### config.mk
export PLATFORM = sky130hd
export DESIGN_NAME = mpmc10_resp_fifo128_wb
export DESIGN_NICKNAME = d
export VERILOG_FILES = /design/src/rtl/mpmc10_resp_fifo128_wb.sv
export SDC_FILE = /design/constraint.sdc
export NUM_CORES = 1
export LEC_CHECK = 0
export CORE_UTILIZATION = 35
export DETAILED_ROUTE_END_ITERATION = 10
export SYNTH_ARGS = -nofsm -noshare
export SYNTH_HDL_FRONTEND = slang
export SYNTH_SLANG_ARGS = --single-unit
### constraint.sdc
create_clock -name clk -period 8.45 [get_ports clk]
set_input_delay 2.535 -clock clk [delete_from_list [all_inputs] [get_ports clk]]
set_output_delay 2.535 -clock clk [all_outputs]
set_load 0.03 [all_outputs]
### src/rtl/mpmc10_resp_fifo128_wb.sv
// Response-return buffer for one mpmc10 port.
// Queues 128-bit read responses in order and hands them to the initiator
// over a valid/ready handshake. Pushes that arrive while the queue is full
// and not being drained are dropped and latch a sticky overflow flag.

package mpmc10_resp_pkg;
  typedef struct packed {
    logic [3:0]   cid;
    logic [7:0]   tid;
    logic         ack;
    logic         err;
    logic         rty;
    logic [31:0]  adr;
    logic [127:0] dat;
  } wb_read_response128_t;
endpackage

module mpmc10_resp_fifo128_wb
  import mpmc10_resp_pkg::*;
#(
  parameter int DEPTH = 4,
  parameter int AFULL = DEPTH - 1
) (
  input  logic                       clk,
  input  logic                       rst,
  input  wb_read_response128_t       i,
  output wb_read_response128_t       o,
  input  logic                       rdy,
  output logic                       afull,
  output logic                       empty,
  output logic                       ovf,
  output logic [$clog2(DEPTH):0]     cnt
);

  localparam int AW = $clog2(DEPTH);
  localparam int CW = AW + 1;

  wb_read_response128_t mem [DEPTH];
  logic [AW-1:0] wp;
  logic [AW-1:0] rp;
  logic          push;
  logic          pop;
  logic          full;
  logic          wr;

  assign push  = i.ack | i.err | i.rty;
  assign empty = (cnt == '0);
  assign full  = (cnt == CW'(DEPTH));
  assign afull = (cnt >= CW'(AFULL));
  assign pop   = rdy & ~empty;
  // A full queue still accepts a push when the head leaves on the same edge.
  assign wr    = push & (~full | pop);

  // Entry storage; contents need no reset because cnt guards every read.
  always_ff @(posedge clk) begin
    if (wr) mem[wp] <= i;
  end

  // Pointers, occupancy and sticky overflow.
  always_ff @(posedge clk) begin
    if (rst) begin
      wp  <= '0;
      rp  <= '0;
      cnt <= '0;
      ovf <= 1'b0;
    end else begin
      if (wr)  wp <= wp + AW'(1);
      if (pop) rp <= rp + AW'(1);
      case ({wr, pop})
        2'b10:   cnt <= cnt + CW'(1);
        2'b01:   cnt <= cnt - CW'(1);
        default: cnt <= cnt;
      endcase
      if (push & full & ~pop) ovf <= 1'b1;
    end
  end

  // Head of queue, with the handshake flags gated off while empty.
  always_comb begin
    o     = mem[rp];
    o.ack = mem[rp].ack & ~empty;
    o.err = mem[rp].err & ~empty;
    o.rty = mem[rp].rty & ~empty;
  end

endmodule

==> results of run 1 <==
[kinds of logic (layout without fill, tap and decap cells)]
kind of cell             after synthesis  count (layout)  share of synthesized area
other                                  0               1                          0
adder cells (fa/ha/maj)                5               5                    0.00272
multiplexers                         178             178                      0.154
AND/OR/NAND/NOR                       27              27                    0.00622
AO/OA/AOI/OAI                          7               7                    0.00204
flip-flops                           710             710                      0.824
buffers and inverters                 47             514                    0.00972
XOR/XNOR                               3               3                    0.00102
[routing by layer]
layer,share of wire,GRT usage,wire (um),vias to the layer above
li1,-,-,-,5048
met4,0.018,0.0357,956,4
met2,0.50,0.240,26900,322
met3,0.069,0.0454,3710,74
met5,0.00050,0,27,-
met1,0.41,0.181,21900,6128
[worst max-delay path, cell delays in order, from the launching register on]
cell and delay (ns):
dfxtp_4 0.89, buf_4 0.71, mux4_2 0.59, clkdlybuf4s50_1 0.64
[cell type report]
cell class	count	area, um^2	area share
inverters	6	22.5	0.000683
well taps	959	1200	0.0364
diodes	1	2.50	0.0000759
clock inverters	43	465	0.0141
flip-flops and latches	710	21200	0.644
multi-input cells	220	4290	0.130
repair buffers	372	3790	0.115
clock buffers	93	1990	0.0602
[synth_stat cells, drive strengths merged, types with 2 or more instances]
cell / instances
ha: 4
mux2: 2
a21oi: 2
nand3: 3
dfxtp: 10
and2: 7
mux4: 175
or3: 2
clkbuf: 3
inv: 6
a21o: 2
xor2: 2
buf: 38
nor2: 11
edfxtp: 700
[worst paths after layout]
path | from | endpoint | slack [ns] | cells past startpoint
hold / removal | ovf$_SDFFE_PP0P_ | ovf$_SDFFE_PP0P_ | 0.50 | 2
hold reg to reg | ovf$_SDFFE_PP0P_ | ovf$_SDFFE_PP0P_ | 0.50 | 2
setup / recovery | flip-flop | o[125] | 2.44 | 3
setup reg to reg | cnt[0]$_SDFFE_PP0P_ | mem[1][138]$_DFFE_PP_ | 5.50 | 4
[layout by cell type, fill, tap and decap left out, types with 3 or more instances in the layout]
cell             instances
clkbuf_1                16
clkinv_1                10
buf_12                   8
mux4_2                 175
clkinv_2                15
clkinvlp_4               4
and2_1                   3
edfxtp_1               700
buf_4                    6
dfxtp_1                  8
inv_1                    6
nor2_1                  11
bufinv_16                7
clkbuf_16               77
and2_4                   4
clkdlybuf4s50_1        358
ha_1                     4
[power groups by stage]
stage	clock [mW]	sequential, mW	combinational [mW]
finish	3.24	4.66	3.29
global route	3.47	4.71	3.48
CTS	3.34	4.67	3.38
detailed placement	0	4.74	3.36
global placement	0	4.71	3.36
floorplan	0	4.67	2.08
[stage by stage]
stage / std cells / util / worst slack (ns) / hold slack (ns) / total power [mW]
3_5_place_dp: 2267 / 0.419 / 2.81 / 0.490 / 8.11
6_report: 2404 / 0.453 / 2.44 / 0.496 / 11.2
2_1_floorplan: 977 / - / 2.85 / 0.485 / 6.76
3_3_place_gp: 2267 / 0.419 / 2.84 / 0.467 / 8.07
5_1_grt: 2403 / 0.453 / 2.08 / 0.544 / 11.7
4_1_cts: 2403 / 0.453 / 2.21 / 0.508 / 11.4
[registers in the layout, indices dropped and copies added (netlist names), named ones only]
| name | cells |
|---|---|
| wp | 2 |
| ovf | 1 |
| mem | 700 |
| rp | 2 |
| cnt | 3 |
==> flow_summary.toml, run 1 <==
[timing]
max-slew-margin-rel = 0.405
setup_viol = 0
tightest_slew_ns = 0.893
fin_crit_sh = 0.712
post-route-min-period_ns = 6.01
drv_slew = 0
setup_tns_ns = 0
max_freq_ghz = 0.166
rsz0062_at_grt = "no"
final_hold_viol_count = 0
finClkSkew_ns = 0.0195

[layout]
layout-drive-gt1-share = 0.215
layout.nets = 1569
area_growth_pct = 28.1
nFillCells = 6048
fin_area_mm2 = 0.0330

[clocking]
clock_path_buffers = 3
clkLatencyLatePin_ns = 0.61
root_buffer = "clkbuf_16"
tritoncts = "built"
cts-resized-gates = 0
path_clk_slew_ns = 0.07
cts_setup_buffers = 0
clock_sinks = 710
htreeDepth = 3
hold_buffers = 0
numCtsBuffers = 76

[outcome]
status = "finished, final reports clean"

[min_path]
hold_class = "reg2reg"

[critical_path]
cp_data_required_time_ns = 5.92
crit_type = "reg2out"
crit_arrival_ns = 3.48
critPathCaptureType = "output pin"
cp_max_fo = 38
critPathLaunchType = "flip-flop"

[yosys]
synth_area_leaders = "edfxtp_1 (82%), mux4_2 (15%), dfxtp_1 (0.78%), buf_4 (0.47%), buf_1 (0.23%)"
syn_area_mm2 = 0.0258
netlist.area_leader.share = 0.816
yosysUniqueCellTypes = 31
ys_ff_latch = 710
synth_top_flop_cell = "edfxtp_1"
syn_nets = 1160
synth_edf_count = 700
postSynthAreaPerCell_um2 = 26.4
synth_area_leader_cell = "edfxtp_1"
yosysWarnings = 0
seq_area_frac_synth = 0.824
synthCells = 977
ys_async_sr_fraction = 0

[floorplan]
die_area_mm2 = 0.0747
die_h_um = 273
die_x_um = 273
num_io_pins = 359
initial_utilization = 0.354
rows = 99
core_area_mm2 = 0.0728

[routing]
wirelength_um = 53500
drtPass1Iterations = 5
num_vias = 11576
ant_nets = 0
drtIter0Drc = 697
viasPerCell = 4.82
routedWlPerCell_um = 22.2
remaining_drc_errors = 0

[global_route]
grt_max_degree = 113
grt_util_all_layers = 0.144
grt_pass1_vias = 12899
grt_pass1_wl_um = 79800
grt_overflow_total = 0
antenna_found_initial = 2

[place]
placed_cell_area_mm2 = 0.0305
dp_hpwl_um = 30100
port_buffers = 358
place_congestion = 0.696

[power_and_ir_drop]
peakVddDrop_v = 0.000200
p_int_mw = 7.81
clkPwrFrac = 0.289
pwr-share-seq = 0.416
p_per_area_mw_per_mm2 = 339
p_sw_mw = 3.37
switching_share = 0.302
p_comb_frac = 0.294
p_leak_nw = 10.4

[flow_run]
drv_cap = 0
Note: power is estimated with default switching activity, not from simulation.
==> run 2: changes to the inputs <==
==> constraint.sdc (replaced) <==
create_clock -name clk -period 4.8 [get_ports clk]
set_input_delay 1.44 -clock clk [delete_from_list [all_inputs] [get_ports clk]]
set_output_delay 1.44 -clock clk [all_outputs]
set_load 0.03 [all_outputs]
==> flow_summary.toml, run 2 (synthesis results as in run 1) <==
[global_route]
grt_pass1_wl_um = 80500
grt_pass1_vias = 12784
grt_max_degree = 62
grt_overflow_total = 0
grt_util_all_layers = 0.145
antenna_found_initial = 14

[place]
dp.cells = 2320
pre_cts_ws_ns = 0.749
dp_hpwl_um = 35100
port_buffers = 358
place_congestion = 0.768
placed_cell_area_mm2 = 0.0312

[timing]
setup_tns_ns = 0
fin_crit_sh = 0.910
max_freq_ghz = 0.229
final_hold_viol_count = 0
max-slew-margin-rel = 0.511
tightest_slew_ns = 0.734
post-route-min-period_ns = 4.37
drv_slew = 0
finalWorstSetupSlack_ns = 0.434
rsz0062_at_grt = "no"
finClkSkew_ns = 0.0144
setup_viol = 0

[critical_path]
crit_cells = 4
crit_type = "reg2out"
critPathCaptureType = "output pin"
setup.worst_path.end = "o[114]"
timing.rr.start = "cnt[0]$_SDFFE_PP0P_"
crit_arrival_ns = 2.93
cp_slowest_stage_delay_ns = 0.66
cp.buffers_inverters = 3
reg2reg_to = "mem[3][104]$_DFFE_PP_"
critical-path-top-delay-family = "buffers and inverters"
cp_data_required_time_ns = 3.36
regToRegSetupSlack_ns = 2.41
cp_slowest_cell = "clkdlybuf4s50_1"
critPathLaunchType = "flip-flop"
r2r_cells = 4
crit_chain = "buf_12 -> buf_4 -> mux4_2 -> clkdlybuf4s50_1"
cp_max_fo = 22

[power_and_ir_drop]
p_leak_nw = 10.7
p_per_area_mw_per_mm2 = 591
peakVddDrop_v = 0.000497

[routing]
routedWlPerCell_um = 21.9
viasPerCell = 4.81
ant_nets = 0
drtPass1Iterations = 5
drtIter0Drc = 914
num_vias = 11825
wirelength_um = 53700
remaining_drc_errors = 0

[layout]
postLayoutCoreUtil = 0.460
mostFrequentLayoutCells = "edfxtp_1 (700), clkdlybuf4s50_1 (358), mux4_2 (175)"
regArea_mm2 = 0.0212
multi_input_area_mm2 = 0.00429
largest_reg_flops = 700
layout.nets = 1622
stdcell_count = 2456
final_common_cell = "edfxtp_1"
num_antenna_cells = 0
top_register = "mem"
reg_top3 = "mem (700), cnt (3)"
layout-drive-gt1-share = 0.237
fin_area_mm2 = 0.0335
nFillCells = 6019
area_growth_pct = 30.2

[flow_run]
drv_cap = 0

[floorplan]
num_io_pins = 359
die_x_um = 273
die_h_um = 273
die_area_mm2 = 0.0747
rows = 99
initial_utilization = 0.354
core_area_mm2 = 0.0728

[clocking]
numCtsBuffers = 76
clock_path_buffers = 3
root_buffer = "clkbuf_16"
path_clk_slew_ns = 0.06
htreeDepth = 3
hold_buffers = 0
tritoncts = "built"
clock_sinks = 710
clkLatencyLatePin_ns = 0.60
cts_setup_buffers = 0
cts-resized-gates = 0

[min_path]
hold_class = "reg2reg"
hp-start = "ovf$_SDFFE_PP0P_"

[outcome]
status = "finished, final reports clean"
==> run 2: cell types whose count changed in the layout (fill, tap and decap cells not counted), moves of 2 or more <==
| cell | before | now |
|---|---|---|
| buf_4 | 6 | 39 |
| buf_12 | 8 | 28 |
| clkinv_1 | 10 | 18 |
| clkinv_2 | 15 | 10 |
| bufinv_16 | 7 | 3 |
| clkbuf_16 | 77 | 79 |
| clkinvlp_4 | 4 | 2 |
| inv_16 | 2 | 0 |
| inv_6 | 2 | 4 |
==> run 2: final cells by class <==
type / instances / area share
tap: 959 / 0.0358
multi-input combinational: 220 / 0.128
sequential: 710 / 0.633
clock inverter: 40 / 0.00892
inverter: 6 / 0.000672
clock buffer: 96 / 0.0612
timing repair buffer: 425 / 0.132
==> run 2: worst register-to-register path, delay by kind of cell (launching register included) <==
family | cells | cell delay [ns]
AND/OR/NAND/NOR | 3 | 1.24
buffers and inverters | 1 | 0.36
flip-flops | 1 | 0.47
==> run 2: worst min-delay path by stage <==
stage | end | depth (start not counted) | slack [ns]
finish | ovf$_SDFFE_PP0P_ | 2 | 0.49
global route | ovf$_SDFFE_PP0P_ | 2 | 0.55
CTS | ovf$_SDFFE_PP0P_ | 2 | 0.50
detailed placement | ovf$_SDFFE_PP0P_ | 2 | 0.49
global placement | ovf$_SDFFE_PP0P_ | 2 | 0.48
floorplan | flip-flop | 2 | 0.48
==> run 2: report_power, final <==
part	switching (mW)	internal, mW	total [mW]
logic	3.40	2.79	6.20
clock network	2.29	3.19	5.48
registers	0.257	7.87	8.13
total	5.95	13.9	19.8
==> run 2: through the flow <==
step	hold slack, ns	power (mW)
2_1_floorplan	0.485	11.9
3_3_place_gp	0.475	14.5
3_5_place_dp	0.491	14.6
4_1_cts	0.505	20.1
5_1_grt	0.550	20.6
6_report	0.494	19.8
==> run 2: layer usage <==
metal  global-route usage  vias up  part of all wire
met2                0.226      342              0.47
met1                0.195     6202              0.43
li1                     -     5172                 -
met4               0.0448       24             0.018
met3               0.0458       85             0.076
met5                    0        -            0.0032
